===== src/rtl/wb_pkg.sv =====
// Shared types and constants for the GPR writeback path.
package wb_pkg;

  localparam int unsigned REG_ADDR_W   = 5;
  localparam int unsigned NUM_REGS     = 32;
  localparam int unsigned WB_WORD_SIZE = 32;

  // One buffered register-file write.
  typedef struct packed {
    logic [REG_ADDR_W-1:0]   rd;
    logic [WB_WORD_SIZE-1:0] data;
  } wb_entry_t;

  // One-hot busy mask for a destination register; x0 is never busy.
  function automatic logic [NUM_REGS-1:0] rd_onehot(input logic [REG_ADDR_W-1:0] rd);
    logic [NUM_REGS-1:0] mask;
    mask = NUM_REGS'(1) << rd;
    mask[0] = 1'b0;
    return mask;
  endfunction

endpackage


===== src/rtl/writeback_unit_if.sv =====
// Producer handshakes, register-file write port and status of the writeback unit.
// Forwarding signals exist only when WB_FORWARD_EN is defined.
interface writeback_unit_if #(
  parameter int unsigned WORD_SIZE = 32,
  parameter int unsigned DEPTH     = 4
) ();

  localparam int unsigned CNT_W = $clog2(DEPTH) + 1;

  logic                 alu_valid;
  logic                 alu_ready;
  logic [4:0]           alu_rd;
  logic [WORD_SIZE-1:0] alu_data;

  logic                 mem_valid;
  logic                 mem_ready;
  logic [4:0]           mem_rd;
  logic [WORD_SIZE-1:0] mem_data;

  logic                 rf_write_enable;
  logic [4:0]           rf_write_addr;
  logic [WORD_SIZE-1:0] rf_write_data;

  logic [31:0]          pending_busy;
  logic [CNT_W-1:0]     fifo_count;

`ifdef WB_FORWARD_EN
  logic [4:0]           fwd_addr;
  logic                 fwd_hit;
  logic [WORD_SIZE-1:0] fwd_data;
`endif

  // Result producers / decode side.
  modport master (
    output alu_valid, alu_rd, alu_data,
    output mem_valid, mem_rd, mem_data,
    input  alu_ready, mem_ready,
    input  rf_write_enable, rf_write_addr, rf_write_data,
    input  pending_busy, fifo_count
`ifdef WB_FORWARD_EN
    , output fwd_addr
    , input  fwd_hit, fwd_data
`endif
  );

  // Writeback unit side.
  modport slave (
    input  alu_valid, alu_rd, alu_data,
    input  mem_valid, mem_rd, mem_data,
    output alu_ready, mem_ready,
    output rf_write_enable, rf_write_addr, rf_write_data,
    output pending_busy, fifo_count
`ifdef WB_FORWARD_EN
    , input  fwd_addr
    , output fwd_hit, fwd_data
`endif
  );

endinterface


===== src/rtl/wb_fifo.sv =====
// In-order circular buffer of pending register writes; entries are exposed for scans.
module wb_fifo
  import wb_pkg::*;
#(
  parameter  int unsigned DEPTH = 4,
  localparam int unsigned PTR_W = $clog2(DEPTH),
  localparam int unsigned CNT_W = PTR_W + 1
) (
  input  logic             clock,
  input  logic             reset_n,
  input  logic             push,
  input  wb_entry_t        push_entry,
  input  logic             pop,
  output wb_entry_t        head,
  output logic [CNT_W-1:0] count,
  output logic             full,
  output logic             empty,
  output logic [PTR_W-1:0] rd_ptr,
  output wb_entry_t        entries [DEPTH],
  output logic [DEPTH-1:0] valid
);

  logic [PTR_W-1:0] wr_ptr;
  logic             do_push;
  logic             do_pop;

  assign full    = (count == CNT_W'(DEPTH));
  assign empty   = (count == '0);
  assign do_push = push && !full;
  assign do_pop  = pop && !empty;
  assign head    = entries[rd_ptr];

  // Pointer, occupancy and storage update; pointers wrap modulo DEPTH.
  always_ff @(posedge clock) begin
    if (!reset_n) begin
      wr_ptr <= '0;
      rd_ptr <= '0;
      count  <= '0;
      valid  <= '0;
      for (int unsigned i = 0; i < DEPTH; i++) begin
        entries[i] <= '0;
      end
    end else begin
      if (do_push) begin
        entries[wr_ptr] <= push_entry;
        valid[wr_ptr]   <= 1'b1;
        wr_ptr          <= wr_ptr + PTR_W'(1);
      end
      if (do_pop) begin
        valid[rd_ptr] <= 1'b0;
        rd_ptr        <= rd_ptr + PTR_W'(1);
      end
      count <= count + CNT_W'(do_push) - CNT_W'(do_pop);
    end
  end

endmodule


===== src/rtl/writeback_unit.sv =====
// Writeback unit: arbitrates ALU/load results into an in-order FIFO and drains one
// write per cycle to the GPR file; exports a busy-register scoreboard.
// Optional feature macro: WB_FORWARD_EN (adds fwd_addr/fwd_hit/fwd_data lookup).
module writeback_unit
  import wb_pkg::*;
#(
  parameter int unsigned WORD_SIZE = WB_WORD_SIZE,
  parameter int unsigned DEPTH     = 4
) (
  input logic             clock,
  input logic             reset_n,
  writeback_unit_if.slave bus
);

  localparam int unsigned PTR_W = $clog2(DEPTH);
  localparam int unsigned CNT_W = PTR_W + 1;

  logic             full;
  logic             empty;
  logic             push;
  logic             pop;
  logic             mem_acc;
  logic             alu_acc;
  wb_entry_t        push_entry;
  wb_entry_t        head;
  logic [CNT_W-1:0] count;
  logic [PTR_W-1:0] rd_ptr;
  wb_entry_t        entries [DEPTH];
  logic [DEPTH-1:0] valid;

  logic                  wb_en;
  logic [REG_ADDR_W-1:0] wb_addr;
  logic [WORD_SIZE-1:0]  wb_data;
  logic [NUM_REGS-1:0]   busy;

  // Load path has fixed priority; readiness ignores a same-cycle pop.
  assign bus.mem_ready = !full;
  assign bus.alu_ready = !full && !bus.mem_valid;
  assign mem_acc       = bus.mem_valid && !full;
  assign alu_acc       = bus.alu_valid && !full && !bus.mem_valid;

  // Select the accepted result; writes to x0 complete the handshake but are dropped.
  always_comb begin
    push_entry = '0;
    push       = 1'b0;
    if (mem_acc) begin
      push_entry.rd   = bus.mem_rd;
      push_entry.data = WB_WORD_SIZE'(bus.mem_data);
      push            = (bus.mem_rd != '0);
    end else if (alu_acc) begin
      push_entry.rd   = bus.alu_rd;
      push_entry.data = WB_WORD_SIZE'(bus.alu_data);
      push            = (bus.alu_rd != '0);
    end
  end

  assign pop = !empty;

  wb_fifo #(.DEPTH(DEPTH)) u_fifo (
    .clock      (clock),
    .reset_n    (reset_n),
    .push       (push),
    .push_entry (push_entry),
    .pop        (pop),
    .head       (head),
    .count      (count),
    .full       (full),
    .empty      (empty),
    .rd_ptr     (rd_ptr),
    .entries    (entries),
    .valid      (valid)
  );

  // Output stage: head moves to the register-file port; address/data hold when idle.
  always_ff @(posedge clock) begin
    if (!reset_n) begin
      wb_en   <= 1'b0;
      wb_addr <= '0;
      wb_data <= '0;
    end else if (!empty) begin
      wb_en   <= 1'b1;
      wb_addr <= head.rd;
      wb_data <= WORD_SIZE'(head.data);
    end else begin
      wb_en   <= 1'b0;
    end
  end

  assign bus.rf_write_enable = wb_en;
  assign bus.rf_write_addr   = wb_addr;
  assign bus.rf_write_data   = wb_data;
  assign bus.fifo_count      = count;

  // Scoreboard: every destination still queued or on the write port.
  always_comb begin
    busy = '0;
    for (int unsigned i = 0; i < DEPTH; i++) begin
      if (valid[i]) busy = busy | rd_onehot(entries[i].rd);
    end
    if (wb_en) busy = busy | rd_onehot(wb_addr);
  end

  assign bus.pending_busy = busy;

`ifdef WB_FORWARD_EN
  logic [PTR_W-1:0] fwd_idx;

  // Forwarding: output stage is oldest, then FIFO oldest-to-youngest so the youngest wins.
  always_comb begin
    bus.fwd_hit  = 1'b0;
    bus.fwd_data = '0;
    fwd_idx      = '0;
    if (bus.fwd_addr != '0) begin
      if (wb_en && (wb_addr == bus.fwd_addr)) begin
        bus.fwd_hit  = 1'b1;
        bus.fwd_data = wb_data;
      end
      for (int unsigned i = 0; i < DEPTH; i++) begin
        fwd_idx = rd_ptr + PTR_W'(i);
        if ((CNT_W'(i) < count) && (entries[fwd_idx].rd == bus.fwd_addr)) begin
          bus.fwd_hit  = 1'b1;
          bus.fwd_data = WORD_SIZE'(entries[fwd_idx].data);
        end
      end
    end
  end
`endif

endmodule

===== src/flat_wrapper.sv =====
// flat-port wrapper written by rule: the top's interface ports become plain ports
module writeback_unit_flat import wb_pkg::*;
#(
  parameter int unsigned WORD_SIZE = WB_WORD_SIZE,
  parameter int unsigned DEPTH     = 4
)
  (clock, reset_n, bus_alu_valid, bus_alu_rd, bus_alu_data, bus_mem_valid, bus_mem_rd, bus_mem_data, bus_alu_ready, bus_mem_ready, bus_rf_write_enable, bus_rf_write_addr, bus_rf_write_data, bus_pending_busy, bus_fifo_count);
  writeback_unit_if #(.WORD_SIZE(WORD_SIZE), .DEPTH(DEPTH)) bus_i ();
  input logic clock;
  input logic reset_n;
  input wire logic [$bits(bus_i.alu_valid)-1:0] bus_alu_valid;
  input wire logic [$bits(bus_i.alu_rd)-1:0] bus_alu_rd;
  input wire logic [$bits(bus_i.alu_data)-1:0] bus_alu_data;
  input wire logic [$bits(bus_i.mem_valid)-1:0] bus_mem_valid;
  input wire logic [$bits(bus_i.mem_rd)-1:0] bus_mem_rd;
  input wire logic [$bits(bus_i.mem_data)-1:0] bus_mem_data;
  output wire logic [$bits(bus_i.alu_ready)-1:0] bus_alu_ready;
  output wire logic [$bits(bus_i.mem_ready)-1:0] bus_mem_ready;
  output wire logic [$bits(bus_i.rf_write_enable)-1:0] bus_rf_write_enable;
  output wire logic [$bits(bus_i.rf_write_addr)-1:0] bus_rf_write_addr;
  output wire logic [$bits(bus_i.rf_write_data)-1:0] bus_rf_write_data;
  output wire logic [$bits(bus_i.pending_busy)-1:0] bus_pending_busy;
  output wire logic [$bits(bus_i.fifo_count)-1:0] bus_fifo_count;
  assign bus_i.alu_valid = bus_alu_valid;
  assign bus_i.alu_rd = bus_alu_rd;
  assign bus_i.alu_data = bus_alu_data;
  assign bus_i.mem_valid = bus_mem_valid;
  assign bus_i.mem_rd = bus_mem_rd;
  assign bus_i.mem_data = bus_mem_data;
  assign bus_alu_ready = bus_i.alu_ready;
  assign bus_mem_ready = bus_i.mem_ready;
  assign bus_rf_write_enable = bus_i.rf_write_enable;
  assign bus_rf_write_addr = bus_i.rf_write_addr;
  assign bus_rf_write_data = bus_i.rf_write_data;
  assign bus_pending_busy = bus_i.pending_busy;
  assign bus_fifo_count = bus_i.fifo_count;
  writeback_unit #(.WORD_SIZE(WORD_SIZE), .DEPTH(DEPTH)) u_core (.clock(clock), .reset_n(reset_n), .bus(bus_i));
endmodule

===== config.mk =====
export PLATFORM = sky130hd
export DESIGN_NAME = writeback_unit_flat
export DESIGN_NICKNAME = d
export VERILOG_FILES = /design/src/rtl/wb_pkg.sv /design/src/rtl/writeback_unit_if.sv /design/src/rtl/wb_fifo.sv /design/src/rtl/writeback_unit.sv /design/src/flat_wrapper.sv
export SDC_FILE = /design/constraint.sdc
export NUM_CORES = 1
export LEC_CHECK = 0
export ABC_AREA = 0
export CAP_MARGIN = 20
export CORE_MARGIN = 2
export CORE_UTILIZATION = 58
export CTS_CLUSTER_SIZE = 8
export DETAILED_ROUTE_END_ITERATION = 7
export GPL_TIMING_DRIVEN = 0
export PLACE_DENSITY = 0.92
export RECOVER_POWER = 100
export REMOVE_ABC_BUFFERS = 1
export SYNTH_ARGS = -nofsm -noshare
export SYNTH_HDL_FRONTEND = slang
export SYNTH_SLANG_ARGS = --single-unit

===== constraint.sdc =====
create_clock -name clock -period 4.9 [get_ports clock]
set_clock_uncertainty 0.05 [all_clocks]
set_input_delay 0.98 -clock clock [delete_from_list [all_inputs] [get_ports clock]]
set_output_delay 0.98 -clock clock [all_outputs]
set_load 0.01 [all_outputs]

==> impl_metrics.csv, run 1 <==
group,metric,value,unit
cts,cts_buffers,17,
placed_design,place_ws,705.8,ps
critical_path,worstSetupStartpointType,"primary input",
timing,rsz0062_at_grt,"false",
placed_design,dp_hpwl,19.08,mm
detailed_routing,avgRoutedWirePerCell,20.39,µm
synth,synth_top_family_by_area,"multiplexers",
timing,min_period,4262,ps
cts,htree_levels,4,
floorplanning,die_area,0.01882,mm²
power,p_per_area,401.4,mW/mm²
grt,grt_first_pass_wirelength,46.53,mm
detailed_routing,drt-total-wl,29.43,mm
power,ir_drop,0.2900,mV
synth,synth_compound_area_share,10.53,%
synth,seq_area_frac_synth,38.34,%
grt,grt_busiest_layer,"met2",
floorplanning,die_h,137.2,µm
grt,overflow,0,
timing,slew_headroom,-19.35,%
synth,ys_ff_latch,197,
detailed_routing,ant_nets,0,
timing,finalSetupViolations,0,
floorplanning,initial_core_util,59.48,%
synth,synth-edff-count,0,
synth,synth_cell_types,39,
critical_path,critical_path_arrival,4570,ps
synth,synth_top_area_cell,"dfxtp_1",
cts,clock_path_buffers,2,
critical_path,path_class,"in -> reg",
power,p_leak,4.743,nW
cts,root_buffer,"clkbuf_16",
layout,fin_util,72.58,%
grt,use_met2,55.75,%
hold_path,hold_class,"reg -> reg",
status,violations,"max-capacitance violations, max-slew violations",
timing,max_freq,234.6,MHz
detailed_routing,drt_iter0_markers,993,
detailed_routing,dr.pass1.iters,6,
cts,clock-sinks,197,
detailed_routing,vias,9109,
synth,synth.avg_cell_area,9.152,µm²
timing,finalHoldViolCount,0,
critical_path,end_kind,"flop",
grt,antenna_found_initial,0,
timing,maxSlewViolCount,46,
power,power,5.040,mW
cts,cts_setup_buffers,0,
synth,synthCells,1124,
synth,synth_fa_ha_area_share,1.289,%
cts,clk_latency,440,ps
floorplanning,core_area,0.01730,mm²
layout,antenna_cells,0,
synth,synthFlopType,"dfxtp_1",
grt,grt_start_max_net_pins,141,
grt,grtUsageMet3,5.114,%
cts,cts_resized,0,
synth,synth_mux_area_share,22.60,%
flow_run,drv_cap,1,
floorplanning,pin_count,153,
synth,synthArstFlopShare,0,%
cts,clkSlewWorstSetupHoldPaths,70,ps
layout,synthToLayoutAreaGrowth,22.04,%
timing,finalWorstSetupSlack,638.0,ps
detailed_routing,vias_per_cell,6.313,
synth,synth_common_cells,"nand2_1 (251), dfxtp_1 (197), mux2i_1 (149)",
synth,yosys.area_share.simple,22.01,%
synth,synth_area,0.01029,mm²
placed_design,io_buffers,151,
synth,yosysWarnings,0,
grt,met1_usage,38.03,%
grt,grt_pass1_vias,8976,
floorplanning,fp-row-count,48,
placed_design,place_congestion,0.9681,
synth,synth_xor_xnor_area_share,0.1703,%
detailed_routing,drc,0,
synth,synth.top_cell.area_share,38.34,%
layout,nets,1295,
layout,drive_gt1_share,8.046,%
timing,fin_crit_sh,86.98,%
grt,track_usage,31.81,%
cts,ctsHoldBuffers,0,
synth,yosysMostFrequentCell,"nand2_1",
timing,tightest_slew,1790,ps
critical_path,cp_max_fo,16,
status,outcome,"finished with violations",
floorplanning,chipWidth,137.2,µm
synth,synth_area_leaders,"dfxtp_1 (38%), mux2i_1 (14%), nand2_1 (9.2%), mux4_2 (8.1%), and3_1 (4.8%)",
cts,cts_tree,"yes",
critical_path,required,5210,ps
-- power by group --
part	switching (mW)	leakage (nW)	internal, mW
clock	0.596	0.308	0.918
sequential	0.236	1.60	1.76
combinational	0.828	2.84	0.701
total	1.66	4.74	3.38
-- cell families after synthesis --
group,Yosys count
other,1
xor gates and xnor gates,2
muxes,186
adders and majority gates,10
AOI/OAI and AO/OA,151
buffers and inverters,108
and+or+nand+nor,469
DFF,197
-- registers in the layout (all words and copies together) (netlist names) --
| register | flops |
|---|---|
| u_core.bus.rf_write_addr | 5 |
| u_core.u_fifo.rd_ptr | 2 |
| u_core.u_fifo.entries | 148 |
| u_core.u_fifo.wr_ptr | 2 |
| u_core.u_fifo.valid | 4 |
| u_core.bus.rf_write_enable | 1 |
| u_core.u_fifo.count | 3 |
| u_core.bus.rf_write_data | 32 |
-- cell usage in the layout (no fill, tap or decap), types with 37 or more instances in the layout --
master	instances
dfxtp_1	195
and3_1	79
mux2i_1	149
dlygate4sd3_1	74
mux4_2	37
nor2_1	40
a21boi_0	40
nand2_1	251
o21ai_1	37
clkdlybuf4s50_1	76
-- per-layer routing --
metal,share of wire (%),vias to the layer above,routed length [µm]
li1,-,4144,-
met1,39,4378,11370
met2,51,488,14930
met3,7.3,99,2155
met4,3.3,0,969
met5,0,-,0
-- path summary, 6_finish.rpt --
kind                                     startpoint                                      to  slack, ps  cells past startpoint
max reg2reg       u_core.u_fifo.count[1]$_SDFF_PN0_  u_core.u_fifo.entries[20]$_SDFFE_PN0P_       1590                      6
min          u_core.u_fifo.entries[60]$_SDFFE_PN0P_  u_core.u_fifo.entries[60]$_SDFFE_PN0P_        410                      2
min reg2reg  u_core.u_fifo.entries[60]$_SDFFE_PN0P_  u_core.u_fifo.entries[60]$_SDFFE_PN0P_        410                      2
max                                   bus_mem_valid  u_core.u_fifo.entries[20]$_SDFFE_PN0P_        640                      7
-- worst max-delay path, stage by stage --
cell           delay (ps)
dlygate4sd3_1         790
nor2b_1               770
o211ai_4              290
a21boi_2             1080
buf_16                250
buf_16                180
mux2i_1               200
-- per-stage QoR --
| stage | cell area [µm²] | hold WS, ps | TNS, ps | cells |
|---|---|---|---|---|
| after floorplan | 9789 | 381.5 | 0 | 1021 |
| after CTS | 12590 | 405.6 | 0 | 1443 |
| final | 12550 | 406.2 | 0 | 1443 |
| after global placement | 11580 | 388.3 | -582730 | 1397 |
| after detailed placement | 11950 | 396.5 | 0 | 1413 |
| after global routing | 12550 | 419.7 | 0 | 1443 |
-- layout make-up --
cell class,count,area [µm²]
Multi-Input combinational cell,819,5832
Sequential cell,197,3946
Tap cell,225,281.5
Inverter,5,18.77
Fill cell,1140,4742
Clock buffer,23,498.0
Timing Repair Buffer,167,1834
Clock inverter,7,143.9
Note: power is estimated with default switching activity, not from simulation.
==> inputs of run 2 (changes only) <==
--- a/config.mk
+++ b/config.mk
@@ -7,12 +7,14 @@
 export LEC_CHECK = 0
 export ABC_AREA = 0
 export CAP_MARGIN = 20
+export CELL_PAD_IN_SITES_DETAIL_PLACEMENT = 1
+export CELL_PAD_IN_SITES_GLOBAL_PLACEMENT = 1
 export CORE_MARGIN = 2
-export CORE_UTILIZATION = 58
+export CORE_UTILIZATION = 45
 export CTS_CLUSTER_SIZE = 8
 export DETAILED_ROUTE_END_ITERATION = 7
 export GPL_TIMING_DRIVEN = 0
-export PLACE_DENSITY = 0.92
+export PLACE_DENSITY = 0.93
 export RECOVER_POWER = 100
 export REMOVE_ABC_BUFFERS = 1
 export SYNTH_ARGS = -nofsm -noshare
==> run 2 against run 1 <==
Net effect:
- the run still ends with max-capacitance violations, max-slew violations left
- sequential power grew 2%
- utilization shrank 17 points
- count of clock-buffer cells in the layout is the same
- die area grew 28%
- cell count grew 4.3%
- hold slack gained 2.7 ps
- global-route usage shrank 4.8 points
- non-clock buffer count is the same
- combinational power is essentially flat
==> impl_metrics.csv, run 2 (synthesis gave the netlist of run 1 again) <==
group,metric,value,unit
status,outcome,"finished with violations",
status,violations,"max-capacitance violations, max-slew violations",
grt,grt_first_pass_wirelength,51.65,mm
timing,rsz0062_at_grt,"false",
layout,stdcell_area,0.01259,mm²
critical_path,end_kind,"flop",
layout,drive_gt1_share,8.197,%
cts,clkSlewWorstSetupHoldPaths,70,ps
cts,root_buffer,"clkbuf_16",
timing,finalHoldViolCount,0,
critical_path,critPathMostFrequentCell,"buf_16",
layout,multiInputGateArea,0.005821,mm²
cts,clk_latency,450,ps
critical_path,cp_slowest_cell,"a21boi_1",
placed_design,dpl-instance-area,0.01202,mm²
layout,antenna_cells,0,
timing,tightest_slew,2760,ps
detailed_routing,drt_iter0_markers,528,
layout,seq_area,0.003945,mm²
timing,tns,0,ps
cts,cts_buffers,17,
critical_path,cp_max_fo,28,
detailed_routing,vias,8987,
layout,nets,1295,
floorplanning,die_area,0.02409,mm²
detailed_routing,ant_nets,0,
detailed_routing,drt-total-wl,32.16,mm
cts,clock_path_buffers,2,
critical_path,worstSetupStartpointType,"primary input",
cts,ctsHoldBuffers,0,
timing,maxSlewViolCount,42,
flow_run,drv_cap,1,
critical_path,critPathMaxStageDelay,1020,ps
power,ir_drop,0.3069,mV
critical_path,required,5200,ps
layout,fill_cells,2487,
floorplanning,pin_count,153,
grt,overflow,0,
cts,cts_tree,"yes",
cts,cts_resized,0,
cts,cts_setup_buffers,0,
grt,grt_pass1_vias,9512,
power,p_per_area,401.2,mW/mm²
layout,layout_common_cells,"nand2_1 (251), dfxtp_1 (196), mux2i_1 (149)",
timing,max_freq,227.4,MHz
floorplanning,initial_core_util,45.58,%
critical_path,critical_path_arrival,4700,ps
placed_design,place_congestion,0.8878,
floorplanning,core_area,0.02257,mm²
cts,clock-sinks,197,
cts,htree_levels,4,
critical_path,path_class,"in -> reg",
layout,largest_reg_flops,148,
layout,top_register,"u_core.u_fifo.entries",
floorplanning,fp-row-count,55,
timing,min_period,4397,ps
floorplanning,chipWidth,155.2,µm
grt,track_usage,27.04,%
hold_path,hold_class,"reg -> reg",
detailed_routing,avgRoutedWirePerCell,21.37,µm
critical_path,path_cells,"dlygate4sd3_1 -> buf_16 -> nor2b_2 -> buf_8 -> o211ai_4 -> a21boi_1 -> buf_16 -> buf_12 -> mux2i_1",
grt,antenna_found_initial,0,
power,p_leak,4.734,nW
detailed_routing,drc,0,
timing,slew_headroom,-84.23,%
floorplanning,die_h,155.2,µm
layout,fin_util,55.77,%
timing,finalSetupViolations,0,
placed_design,io_buffers,151,
layout,final_common_cell,"nand2_1",
grt,grt_start_max_net_pins,178,
placed_design,dp_hpwl,21.48,mm
layout,synthToLayoutAreaGrowth,22.37,%
detailed_routing,dr.pass1.iters,5,
detailed_routing,vias_per_cell,5.971,
timing,fin_crit_sh,89.73,%
-- run 2: cell types whose count changed in the layout (fill, tap and decap cells not counted), moves of 2 or more --
cell and change:
and2_0 -2, and2_1 +2, buf_12 +2, buf_16 -2
bufinv_16 -2, clkinv_4 +3
-- run 2: worst paths after layout --
path,from,slack [ps],cells after the start,end
worst min-delay path,u_core.u_fifo.entries[8]$_SDFFE_PN0P_,410,2,u_core.u_fifo.entries[8]$_SDFFE_PN0P_
worst min register to register,u_core.u_fifo.entries[8]$_SDFFE_PN0P_,410,2,u_core.u_fifo.entries[8]$_SDFFE_PN0P_
worst max register to register,u_core.u_fifo.rd_ptr[0]$_SDFFE_PN0N_,1460,3,u_core.bus.rf_write_data[17]$_SDFFE_PN0N_
worst max-delay path,bus_mem_valid,500,9,u_core.u_fifo.entries[131]$_SDFFE_PN0P_
-- run 2: per-stage QoR --
stage / power, mW / setup slack (ps) / hold slack [ps] / instances
global placement: 3.439 / -3898 / 388.5 / 1457
CTS: 5.104 / 667.4 / 410.9 / 1505
detailed placement: 3.600 / 268.1 / 399.7 / 1473
global route: 5.272 / 287.6 / 428.3 / 1505
finish: 5.051 / 503.1 / 408.9 / 1505
floorplan: 2.877 / 737.1 / 381.5 / 1021
-- run 2: area by class of cell --
type	instances	area share (%)
clock buffer	23	4.125
timing repair buffer	167	14.40
clock inverter	9	0.9144
inverter	5	0.1491
multi-input combinational	819	46.24
tap	285	2.833
sequential	197	31.34
-- run 2: routing by layer --
metal,part of all wire (%),GRT usage (%),vias up
li1,-,-,4163
met4,2.2,10.09,0
met3,5.4,4.791,62
met1,42,32.62,4463
met5,0,0,-
met2,51,48.23,299
-- run 2: worst max-delay path, delay by kind of cell --
kind	cells	cell delay (ps)
AOI/OAI and AO/OA	2	1180
buffers and inverters	5	1780
muxes	1	250
and+or+nand+nor	1	450
-- run 2: report_power, final --
part	switching (mW)	leakage [nW]	internal, mW
clock network	0.637	0.307	0.854
logic	0.808	2.83	0.711
registers	0.282	1.60	1.76
==> inputs of run 3 (changes only) <==
--- a/config.mk
+++ b/config.mk
@@ -9,11 +9,13 @@
 export CAP_MARGIN = 20
 export CELL_PAD_IN_SITES_DETAIL_PLACEMENT = 1
 export CELL_PAD_IN_SITES_GLOBAL_PLACEMENT = 1
+export CORE_ASPECT_RATIO = 1.25
 export CORE_MARGIN = 2
 export CORE_UTILIZATION = 45
 export CTS_CLUSTER_SIZE = 8
 export DETAILED_ROUTE_END_ITERATION = 7
 export GPL_TIMING_DRIVEN = 0
+export MAX_ROUTING_LAYER = met4
 export PLACE_DENSITY = 0.93
 export RECOVER_POWER = 100
 export REMOVE_ABC_BUFFERS = 1
==> run 3 against run 2 <==
Net effect:
- the run still ends with max-capacitance violations, max-slew violations left
- critical path depth fell by 1
- combinational power barely moved
- hold slack improved by 5.3 ps
- critical endpoint is now u_core.u_fifo.entries[83]$_SDFFE_PN0P_
- largest cell class unchanged
==> impl_metrics.csv, run 3 (synthesis gave the netlist of run 1 again) <==
group,metric,value,unit
detailed_routing,drt_iter0_markers,494,
critical_path,path_cells,"dlygate4sd3_1 -> buf_16 -> nor2b_2 -> buf_16 -> o211ai_4 -> a21boi_2 -> buf_16 -> mux2i_1",
cts,clkSlewWorstSetupHoldPaths,70,ps
critical_path,path_class,"in -> reg",
floorplanning,core_area,0.02236,mm²
power,p_per_area,401.2,mW/mm²
timing,max_freq,221.8,MHz
layout,nets,1295,
cts,cts_tree,"yes",
cts,htree_levels,4,
timing,fin_crit_sh,92.03,%
status,violations,"max-capacitance violations, max-slew violations",
timing,finalHoldViolCount,0,
grt,antenna_found_initial,0,
detailed_routing,highest_layer,"met4",
timing,tightest_slew,2338,ps
critical_path,crit_start,"bus_mem_valid",
floorplanning,die_area,0.02409,mm²
power,power.share.clock,29.1,%
power,switching_share,34.92,%
flow_run,drv_cap,3,
timing,finalWorstSetupSlack,390.6,ps
grt,track_usage,29.31,%
critical_path,end_kind,"flop",
timing,maxSlewViolCount,146,
cts,cts_setup_buffers,0,
detailed_routing,met3_length,1.392,mm
detailed_routing,dr.pass1.iters,6,
cts,clk_latency,460,ps
power,power,5.062,mW
detailed_routing,ant_nets,0,
critical_path,cp_slowest_cell,"a21boi_2",
power,p_int,3.295,mW
timing,finalSetupViolations,0,
cts,clock_path_buffers,2,
detailed_routing,dr_wl_met2,18.29,mm
floorplanning,fp-row-count,61,
floorplanning,chipWidth,139.2,µm
layout,drive_gt1_share,8.279,%
detailed_routing,vias_per_cell,6.081,
detailed_routing,drt-total-wl,34.17,mm
cts,root_buffer,"clkbuf_16",
placed_design,dp_hpwl,22.40,mm
cts,ctsHoldBuffers,0,
grt,overflow,0,
cts,cts_resized,0,
layout,synthToLayoutAreaGrowth,22.65,%
critical_path,cp_max_fo,29,
timing,slew_headroom,-55.86,%
power,p_comb_share,30.6,%
critical_path,critical_path_arrival,4830,ps
power,switchingPower,1.767,mW
power,power.share.sequential,40.4,%
layout,antenna_cells,0,
floorplanning,die_h,173.0,µm
power,p_leak,4.735,nW
placed_design,io_buffers,151,
status,outcome,"finished with violations",
floorplanning,pin_count,153,
layout,largest_reg_flops,148,
detailed_routing,met1_length,13.36,mm
hold_path,hold_class,"reg -> reg",
critical_path,r2r_start,"u_core.u_fifo.count[1]$_SDFF_PN0_",
layout,layout_common_cells,"nand2_1 (251), dfxtp_1 (195), mux2i_1 (149)",
timing,min_period,4509,ps
critical_path,critPathMostFrequentCell,"buf_16",
critical_path,critPathMaxStageDelay,1300,ps
grt,grt_pass1_vias,9866,
detailed_routing,vias,9140,
power,ir_drop,0.3463,mV
grt,grt_start_max_net_pins,182,
cts,cts_buffers,17,
critical_path,required,5220,ps
placed_design,place_ws,311.7,ps
floorplanning,initial_core_util,46.00,%
detailed_routing,drc,0,
detailed_routing,avgRoutedWirePerCell,22.73,µm
layout,final_common_cell,"nand2_1",
cts,clock-sinks,197,
hold_path,worstHoldStart,"u_core.bus.rf_write_data[18]$_SDFFE_PN0N_",
layout,top_register,"u_core.u_fifo.entries",
critical_path,worstSetupStartpointType,"primary input",
grt,grt_first_pass_wirelength,54.63,mm
placed_design,place_congestion,0.9135,
timing,rsz0062_at_grt,"false",
-- run 3: cell types whose count changed in the layout (fill, tap and decap cells not counted), sizes merged --
cell	change
clkinv	-3
buf	-1
inv	+5
bufinv	+1
clkbuf	-4
clkinvlp	+2
-- run 3: through the flow --
| step | hold WS (ps) | cell area [µm²] | setup TNS [ps] | utilization (%) | cells |
|---|---|---|---|---|---|
| 6_report | 414.2 | 12620 | 0 | 56.42 | 1503 |
| 5_1_grt | 438.9 | 12620 | 0 | 56.42 | 1503 |
| 4_1_cts | 412.5 | 12660 | 0 | 56.63 | 1503 |
| 3_5_place_dp | 397.9 | 12060 | 0 | 53.94 | 1471 |
| 3_3_place_gp | 388.5 | 11650 | -637030 | 52.12 | 1455 |
| 2_1_floorplan | 381.5 | 9789 | 0 | - | 1021 |
-- run 3: power by group through the flow --
| stage | sequential [mW] | clock [mW] | combinational, mW |
|---|---|---|---|
| 6_report | 2.04 | 1.47 | 1.55 |
| 5_1_grt | 2.07 | 1.55 | 1.65 |
| 4_1_cts | 2.04 | 1.49 | 1.58 |
| 3_5_place_dp | 2.07 | 0 | 1.55 |
| 3_3_place_gp | 2.10 | 0 | 1.34 |
| 2_1_floorplan | 2.02 | 0 | 0.861 |
-- run 3: path summary, 6_finish.rpt --
path                                                                  end  slack (ps)  depth (start not counted)
worst max register to register     u_core.u_fifo.entries[83]$_SDFFE_PN0P_         530                          5
worst max-delay path               u_core.u_fifo.entries[83]$_SDFFE_PN0P_         390                          8
worst min register to register  u_core.bus.rf_write_data[18]$_SDFFE_PN0N_         410                          2
worst min-delay path            u_core.bus.rf_write_data[18]$_SDFFE_PN0N_         410                          2
-- run 3: cell type report --
class                           count  area [µm²]
Fill cell                        2469        9746
Multi-Input combinational cell    819        5844
Sequential cell                   197        3949
Timing Repair Buffer              167        1848
Clock buffer                       18       429.2
Tap cell                          283       354.1
Clock inverter                     14       173.9
Inverter                            5       18.77
-- run 3: routing by layer --
layer,vias up,track usage (%)
li1,4153,-
met1,4566,32.33
met2,327,52.17
met3,94,4.209
met4,0,13.13
met5,-,-
-- run 3: worst max-delay path, delay by kind of cell --
family | cells | cell delay [ps]
simple gates | 1 | 550
buf+inv | 4 | 1540
compound gates | 2 | 1470
mux | 1 | 240
